`src/rtl/paridade_stream.sv`:
```
// paridade_stream: framed parity generator/checker on a valid/ready stream.
// Accumulates the XOR of every accepted WIDTH-bit word until in_last, then
// presents one registered result per frame (parity, check error, length) and
// holds it until the consumer takes it. A saturating counter tracks how many
// erroneous frames have been delivered.
//
// Ports:
//   clk, rst            rising-edge clock, asynchronous active-high reset
//   in_valid/in_ready   word handshake (in_ready registered, high in ACC)
//   in_data, in_last    data word and end-of-frame marker
//   mode_odd, check_en, exp_par   frame controls, sampled with the last word
//   out_valid/out_ready result handshake (out_valid registered, high in HOLD)
//   out_par, out_err, out_len     frame result, stable while out_valid
//   err_cnt             saturating count of delivered frames with out_err
module paridade_stream #(
  parameter int unsigned WIDTH = 4,
  parameter int unsigned CNT_W = 8
) (
  input  logic             clk,
  input  logic             rst,
  input  logic             in_valid,
  output logic             in_ready,
  input  logic [WIDTH-1:0] in_data,
  input  logic             in_last,
  input  logic             mode_odd,
  input  logic             check_en,
  input  logic             exp_par,
  output logic             out_valid,
  input  logic             out_ready,
  output logic             out_par,
  output logic             out_err,
  output logic [CNT_W-1:0] out_len,
  output logic [CNT_W-1:0] err_cnt
);

  localparam logic [CNT_W-1:0] CNT_MAX = '1;
  localparam logic [CNT_W-1:0] CNT_ONE = CNT_W'(1);

  typedef enum logic {
    ACC  = 1'b0,
    HOLD = 1'b1
  } state_t;

  state_t           state;
  logic             acc;
  logic [CNT_W-1:0] wc;

  logic             word_par;
  logic             frame_par;
  logic [CNT_W-1:0] wc_inc;
  logic [CNT_W-1:0] err_inc;

  // Parity of the incoming word and of the whole frame if this word is last.
  assign word_par  = ^in_data;
  assign frame_par = acc ^ word_par ^ mode_odd;

  // Saturating increments: counters stick at all-ones instead of wrapping.
  assign wc_inc  = (wc == CNT_MAX) ? wc : wc + CNT_ONE;
  assign err_inc = (err_cnt == CNT_MAX) ? err_cnt : err_cnt + CNT_ONE;

  // Frame FSM; in_ready/out_valid are kept as flops that mirror the state.
  always_ff @(posedge clk or posedge rst) begin
    if (rst) begin
      state     <= ACC;
      acc       <= 1'b0;
      wc        <= '0;
      err_cnt   <= '0;
      in_ready  <= 1'b1;
      out_valid <= 1'b0;
      out_par   <= 1'b0;
      out_err   <= 1'b0;
      out_len   <= '0;
    end else begin
      case (state)
        ACC: begin
          if (in_valid) begin
            if (in_last) begin
              out_par   <= frame_par;
              out_err   <= check_en & (exp_par != frame_par);
              out_len   <= wc_inc;
              acc       <= 1'b0;
              wc        <= '0;
              in_ready  <= 1'b0;
              out_valid <= 1'b1;
              state     <= HOLD;
            end else begin
              acc <= acc ^ word_par;
              wc  <= wc_inc;
            end
          end
        end
        HOLD: begin
          // Result stays frozen until the consumer takes it.
          if (out_ready) begin
            if (out_err) err_cnt <= err_inc;
            in_ready  <= 1'b1;
            out_valid <= 1'b0;
            state     <= ACC;
          end
        end
        default: begin
          in_ready  <= 1'b1;
          out_valid <= 1'b0;
          state     <= ACC;
        end
      endcase
    end
  end

endmodule
```
`config.mk`:
```
export PLATFORM = sky130hd
export DESIGN_NAME = paridade_stream
export DESIGN_NICKNAME = d
export VERILOG_FILES = /design/src/rtl/paridade_stream.sv
export SDC_FILE = /design/constraint.sdc
export NUM_CORES = 1
export LEC_CHECK = 0
export CAP_MARGIN = 10
export CORE_ASPECT_RATIO = 1.5
export CORE_UTILIZATION = 46
export DETAILED_ROUTE_END_ITERATION = 6
export GPL_TIMING_DRIVEN = 1
export PLACE_DENSITY = 0.75
export SLEW_MARGIN = 0
export SYNTH_ARGS = -nofsm -noshare
export SYNTH_HDL_FRONTEND = slang
export SYNTH_SLANG_ARGS = --single-unit
```
`constraint.sdc`:
```
create_clock -name clk -period 1.66 [get_ports clk]
set_input_delay 0.166 -clock clk [delete_from_list [all_inputs] [get_ports clk]]
set_output_delay 0.166 -clock clk [all_outputs]
set_load 0.005 [all_outputs]
```
==> flow_metrics.env, run 1 <==
export IMPL_synthSimpleGateAreaFrac_pct=19.7
export IMPL_antenna_found_initial=0
export IMPL_synthMuxAreaShare_pct=2.61
export IMPL_cp_arrival_ns=1.71
export IMPL_grt_overflow=0
export IMPL_die_y_um=74.9
export IMPL_ios=32
export IMPL_drt_met1_wl_um=1350
export IMPL_cts_buffers=5
export IMPL_cts_sinks=30
export IMPL_stdcell_count=251
export IMPL_cts_resized=0
export IMPL_period_needed_ns=1.55
export IMPL_clk_pin_slew_ns=0.06
export IMPL_netlist_cell_type_count=44
export IMPL_power_density_nw_per_um2=1000
export IMPL_ys_seq_area_share_pct=46.2
export IMPL_grt_pass1_wl_um=5850
export IMPL_via_count=1371
export IMPL_wl_met3_um=101
export IMPL_synthAdderAreaFrac_pct=1.54
export IMPL_start_util_pct=48.2
export IMPL_synthFlopType="dfrtp_1"
export IMPL_crit_type="register to register"
export IMPL_synthArstFlopShare_pct=100
export IMPL_ant_nets=0
export IMPL_clk_insertion_delay_late_ns=0.28
export IMPL_r2r_cells=5
export IMPL_synth_edf_count=0
export IMPL_synth_compound_area_share_pct=17.1
export IMPL_synthesis_area_um2=1630
export IMPL_clock_skew_ns=0.00227
export IMPL_worstPathRequired_ns=1.82
export IMPL_dp_cells=243
export IMPL_top_layer_used="met4"
export IMPL_nets=222
export IMPL_cp_end_kind="register"
export IMPL_dr_pass1_iters=4
export IMPL_synth_top_family_by_area="simple AND/OR/NAND/NOR gates"
export IMPL_setup_violations=0
export IMPL_dp_hpwl_um=2680
export IMPL_rsz0062_at_grt="no"
export IMPL_totalWireLength_um=3440
export IMPL_antenna_cells=0
export IMPL_hold_class="input pin to asynchronous set/reset pin"
export IMPL_max_freq_mhz=644
export IMPL_drive_above_1_share_pct=12.9
export IMPL_port_buffers=31
export IMPL_startpoint_type="register"
export IMPL_placed_area_um2=2050
export IMPL_relSlewSlack_pct=64.0
export IMPL_grt_max_degree=31
export IMPL_dieArea_um2=3790
export IMPL_synth_xor_area_share_pct=9.83
export IMPL_cts_root_buffer="clkbuf_8"
export IMPL_vdd_drop_max_v=0.000720
export IMPL_cts_hold_repair_buffers=0
export IMPL_finalInstanceArea_um2=2140
export IMPL_p_leak_nw=0.945
export IMPL_core_um2=3380
export IMPL_outcome="complete, no violations"
export IMPL_slew_violations=0
export IMPL_drc_errors=0
export IMPL_synth_warnings=0
export IMPL_syn_area_per_cell_um2=9.87
export IMPL_syn_num_nets=179
export IMPL_drtIter0Drc=41
export IMPL_path_max_fanout=5
export IMPL_viasPerCell=5.46
export IMPL_grt_usage_pct=21.0
export IMPL_die_w_um=50.6
export IMPL_synth_seq_cells=30
export IMPL_syn_to_final_growth_pct=31.5
export IMPL_grt_pass1_vias=1375
export IMPL_postCtsSetupBuffers=0
export IMPL_worstMarginPinSlew_ns=0.536
export IMPL_route_met2_wl_um=1920
export IMPL_htreeDepth=2
export IMPL_rows=26
export IMPL_gp_congestion=0.879
export IMPL_wl_per_cell_um=13.7
export IMPL_synth_cells=165
export IMPL_fillCellCount=318
export IMPL_cap_violations=0
export IMPL_cts_tree="built"
export IMPL_final_hold_viol_count=0
export IMPL_cts_buffer_depth=2
export IMPL_finalCritPeriodShare_pct=93.5
layer usage:
layer  GRT usage [%]  vias up
li1                -      675
met1            22.0      659
met2            40.3       30
met3            3.23        7
met4            10.2        0
met5               0        -
cell type report:
class | instances | area (µm²) | share of cell area (%)
sequential | 30 | 752 | 35.1
clock buffer | 7 | 86.3 | 4.03
multi-input combinational | 123 | 827 | 38.6
tap | 42 | 52.6 | 2.45
inverter | 5 | 18.8 | 0.876
clock inverter | 1 | 5.00 | 0.234
timing repair buffer | 43 | 400 | 18.7
Yosys cell counts, types with 4 or more instances:
library cell  instances  area share (%)
a21oi_1               7             2.2
and3_1                5             1.9
buf_2                 4             1.2
dfrtp_1              29              45
inv_1                 5             1.2
nand2_1              27             6.2
nand3_1               7             2.2
nor2_1                6             1.4
o21ai_1              11             3.4
xnor2_1               5             2.7
xor2_1                6             3.2
cell families (layout without fill, tap and decap cells):
group	count (synthesis)	after routing
compound gates	40	40
xor+xnor	14	14
fa+ha+maj	2	2
buf+inv	12	56
flops	30	30
mux	4	4
simple gates	63	63
registers in the layout, summed over array words and instances (netlist names):
name,count
wc,8
out_par,1
state,1
out_valid,1
acc,1
err_cnt,8
in_ready,1
out_len,8
out_err,1
through the flow:
step / TNS (ns) / utilization, % / hold WS, ns / worst slack (ns) / power (mW)
5_1_grt: 0 / 63.3 / 0.306 / 0.0102 / 2.27
3_3_place_gp: 0 / 60.6 / 0.447 / 0.0408 / 1.53
6_report: 0 / 63.3 / 0.260 / 0.108 / 2.14
3_5_place_dp: -0.0924 / 60.6 / 0.455 / -0.0556 / 1.57
4_1_cts: 0 / 63.3 / 0.271 / 0.116 / 2.16
2_1_floorplan: 0 / - / 0.256 / 0.115 / 1.25
path summary, 6_finish.rpt:
check                      slack, ns      from    endpoint
max in group asynchronous       1.09       rst    in_ready
setup reg to reg                0.11     wc[0]  out_len[6]
hold reg to reg                 0.47  in_ready    in_ready
hold / removal                  0.26       rst       wc[3]
setup / recovery                0.11     wc[0]  out_len[6]
min in group clk                0.47  in_ready    in_ready
critical path, cell delays in order (launching register included):
cell and delay (ns):
dfrtp_1 0.35, ha_1 0.27, nand3_1 0.14, or4b_1 0.50, o21ai_0 0.09, o21ai_1 0.08
placed cells by master (no fill, tap or decap), drive strengths merged, types with 4 or more instances in the layout:
master	netlist	layout
nand3	7	7
dfrtp	29	29
nor2	6	6
xor2	6	6
a21oi	7	7
and3	5	5
a2111oi	4	4
o21ai	13	13
xnor2	6	6
nand2	27	27
buf	4	12
clkdlybuf4s50	0	31
inv	5	5
clkbuf	3	7
where the power goes:
group	internal [mW]	switching, mW	leakage [nW]
Clock	0.334	0.259	0.0482
Combinational	0.353	0.254	0.498
Sequential	0.848	0.0944	0.399
No activity file was read; power rests on OpenSTA's default activity.
==> inputs of run 2 (changes only) <==
--- a/config.mk
+++ b/config.mk
@@ -8,6 +8,7 @@
 export CAP_MARGIN = 10
 export CORE_ASPECT_RATIO = 1.5
 export CORE_UTILIZATION = 46
+export CTS_BUF_LIST = sky130_fd_sc_hd__clkbuf_16
 export DETAILED_ROUTE_END_ITERATION = 6
 export GPL_TIMING_DRIVEN = 1
 export PLACE_DENSITY = 0.75
==> run 2 against run 1 <==
  * Sequential share of layout area shrank 0.74 points
  * Register-to-register slack barely moved
  * Setup slack improved by 0.0060 ns
  * Flip-flop and latch count is the same
  * Cell count did not move
  * Clock skew increased by 0.0015 ns
  * Critical path depth unchanged
  * Core utilization up 1.4 points
  * Global-route usage grew 0.42 points
  * Final area increased by 2.2%
  * Clock power grew 40%
  * Combinational power hardly changed
  * Critical endpoint unchanged
==> flow_metrics.env, run 2 (same netlist as run 1, synthesis figures left out) <==
export IMPL_crit_chain="ha_1 > nand3_1 > or4b_1 > o21ai_0 > o21ai_1"
export IMPL_cp_slowest_cell="or4b_1"
export IMPL_cts_resized=0
export IMPL_port_buffers=31
export IMPL_rsz0062_at_grt="no"
export IMPL_wl_per_cell_um=13.9
export IMPL_worstPathRequired_ns=1.81
export IMPL_p_sw_mw=0.641
export IMPL_drive_above_1_share_pct=12.4
export IMPL_slowest_delay_ns=0.50
export IMPL_cts_tree="built"
export IMPL_internal_power_mw=1.74
export IMPL_via_count=1377
export IMPL_grt_pass1_vias=1380
export IMPL_antenna_cells=0
export IMPL_max_freq_mhz=647
export IMPL_largestRegisters="err_cnt x8, out_len x8, wc x8"
export IMPL_htreeDepth=2
export IMPL_cts_buffers=5
export IMPL_cts_sinks=30
export IMPL_dieArea_um2=3790
export IMPL_start_util_pct=48.2
export IMPL_drc_errors=0
export IMPL_p_clk_share_pct=34.8
export IMPL_grt_max_degree=31
export IMPL_hold_class="input pin to asynchronous set/reset pin"
export IMPL_grt_usage_pct=21.4
export IMPL_combPwrFrac_pct=25.5
export IMPL_dr_pass1_iters=4
export IMPL_startpoint_type="register"
export IMPL_vdd_drop_max_v=0.000727
export IMPL_die_y_um=74.9
export IMPL_fin_hold_ws_ns=0.271
export IMPL_finalPower_mw=2.38
export IMPL_worstMarginPinSlew_ns=0.534
export IMPL_final_hold_viol_count=0
export IMPL_worst_path_buf_inv=0
export IMPL_clk_pin_slew_ns=0.05
export IMPL_pwr_share_seq_pct=39.6
export IMPL_timing_reg2reg_setup_slack_ns=0.11
export IMPL_ant_nets=0
export IMPL_relSlewSlack_pct=64.1
export IMPL_layout_common_cells="clkdlybuf4s50_1 (31), dfrtp_1 (29), nand2_1 (27)"
export IMPL_drtIter0Drc=49
export IMPL_critPathTopFamily="simple AND/OR/NAND/NOR gates"
export IMPL_mostFrequentLayoutCell="clkdlybuf4s50_1"
export IMPL_grt_overflow=0
export IMPL_cts_buffer_depth=2
export IMPL_die_w_um=50.6
export IMPL_antenna_found_initial=0
export IMPL_cp_arrival_ns=1.70
export IMPL_finalInstanceArea_um2=2190
export IMPL_cap_violations=0
export IMPL_cts_root_buffer="clkbuf_16"
export IMPL_syn_to_final_growth_pct=34.3
export IMPL_p_leak_nw=0.969
export IMPL_dp_hpwl_um=2680
export IMPL_switching_share_pct=26.9
export IMPL_placed_area_um2=2050
export IMPL_crit_type="register to register"
export IMPL_slew_violations=0
export IMPL_finalCritPeriodShare_pct=93.1
export IMPL_viasPerCell=5.49
export IMPL_gp_congestion=0.879
export IMPL_fillCellCount=305
export IMPL_outcome="complete, no violations"
export IMPL_rows=26
export IMPL_clock_skew_ns=0.00381
export IMPL_path_max_fanout=5
export IMPL_nets=222
export IMPL_period_needed_ns=1.55
export IMPL_grt_pass1_wl_um=5940
export IMPL_clk_insertion_delay_late_ns=0.27
export IMPL_ios=32
export IMPL_cts_hold_repair_buffers=0
export IMPL_postCtsSetupBuffers=0
export IMPL_totalWireLength_um=3480
export IMPL_power_density_nw_per_um2=1090
export IMPL_cp_end_kind="register"
export IMPL_setup_violations=0
export IMPL_core_um2=3380
run 2: cell types whose count changed in the layout (fill, tap and decap cells not counted), sizes merged:
cell / delta
clkbuf: -2
inv: +1
clkinv: +1
run 2: area by class of cell:
| type | instances | area [µm²] | area share, % |
|---|---|---|---|
| Inverter | 5 | 18.8 | 0.858 |
| Clock buffer | 5 | 125 | 5.72 |
| Multi-Input combinational cell | 123 | 827 | 37.8 |
| Clock inverter | 3 | 12.5 | 0.572 |
| Timing Repair Buffer | 43 | 400 | 18.3 |
| Sequential cell | 30 | 752 | 34.4 |
| Tap cell | 42 | 52.6 | 2.40 |
run 2: worst reg2reg max path, stage by stage (launching register included):
cell	delay, ns
dfrtp_1	0.35
ha_1	0.27
nand3_1	0.13
or4b_1	0.50
o21ai_0	0.09
o21ai_1	0.08
run 2: worst paths after layout:
check / start / to / depth (start not counted)
max in group asynchronous: rst / in_ready / 3
min in group clk: in_ready / in_ready / 2
hold reg to reg: in_ready / in_ready / 2
setup / recovery: wc[0] / out_len[6] / 5
hold / removal: rst / wc[1] / 3
setup reg to reg: wc[0] / out_len[6] / 5
run 2: through the flow:
stage | instances | worst slack [ns] | util [%] | TNS [ns]
finish | 251 | 0.114 | 64.7 | 0
global placement | 243 | 0.0408 | 60.6 | 0
floorplan | 165 | 0.115 | - | 0
detailed placement | 243 | -0.0556 | 60.6 | -0.0924
CTS | 251 | 0.119 | 64.7 | 0
global route | 251 | 0.0155 | 64.7 | 0
run 2: metal layers:
| layer | vias to the layer above | wire length [µm] | track usage [%] |
|---|---|---|---|
| li1 | 675 | - | - |
| met1 | 666 | 1360 | 22.7 |
| met2 | 32 | 1960 | 40.6 |
| met3 | 4 | 112 | 4.44 |
| met4 | 0 | 51 | 9.26 |
| met5 | - | 0 | 0 |
run 2: power groups by stage:
stage	combinational (mW)	sequential, mW	clock (mW)
floorplan	0.290	0.955	0
global placement	0.584	0.944	0
detailed placement	0.615	0.955	0
CTS	0.618	0.944	0.843
global route	0.670	0.965	0.881
finish	0.608	0.945	0.830
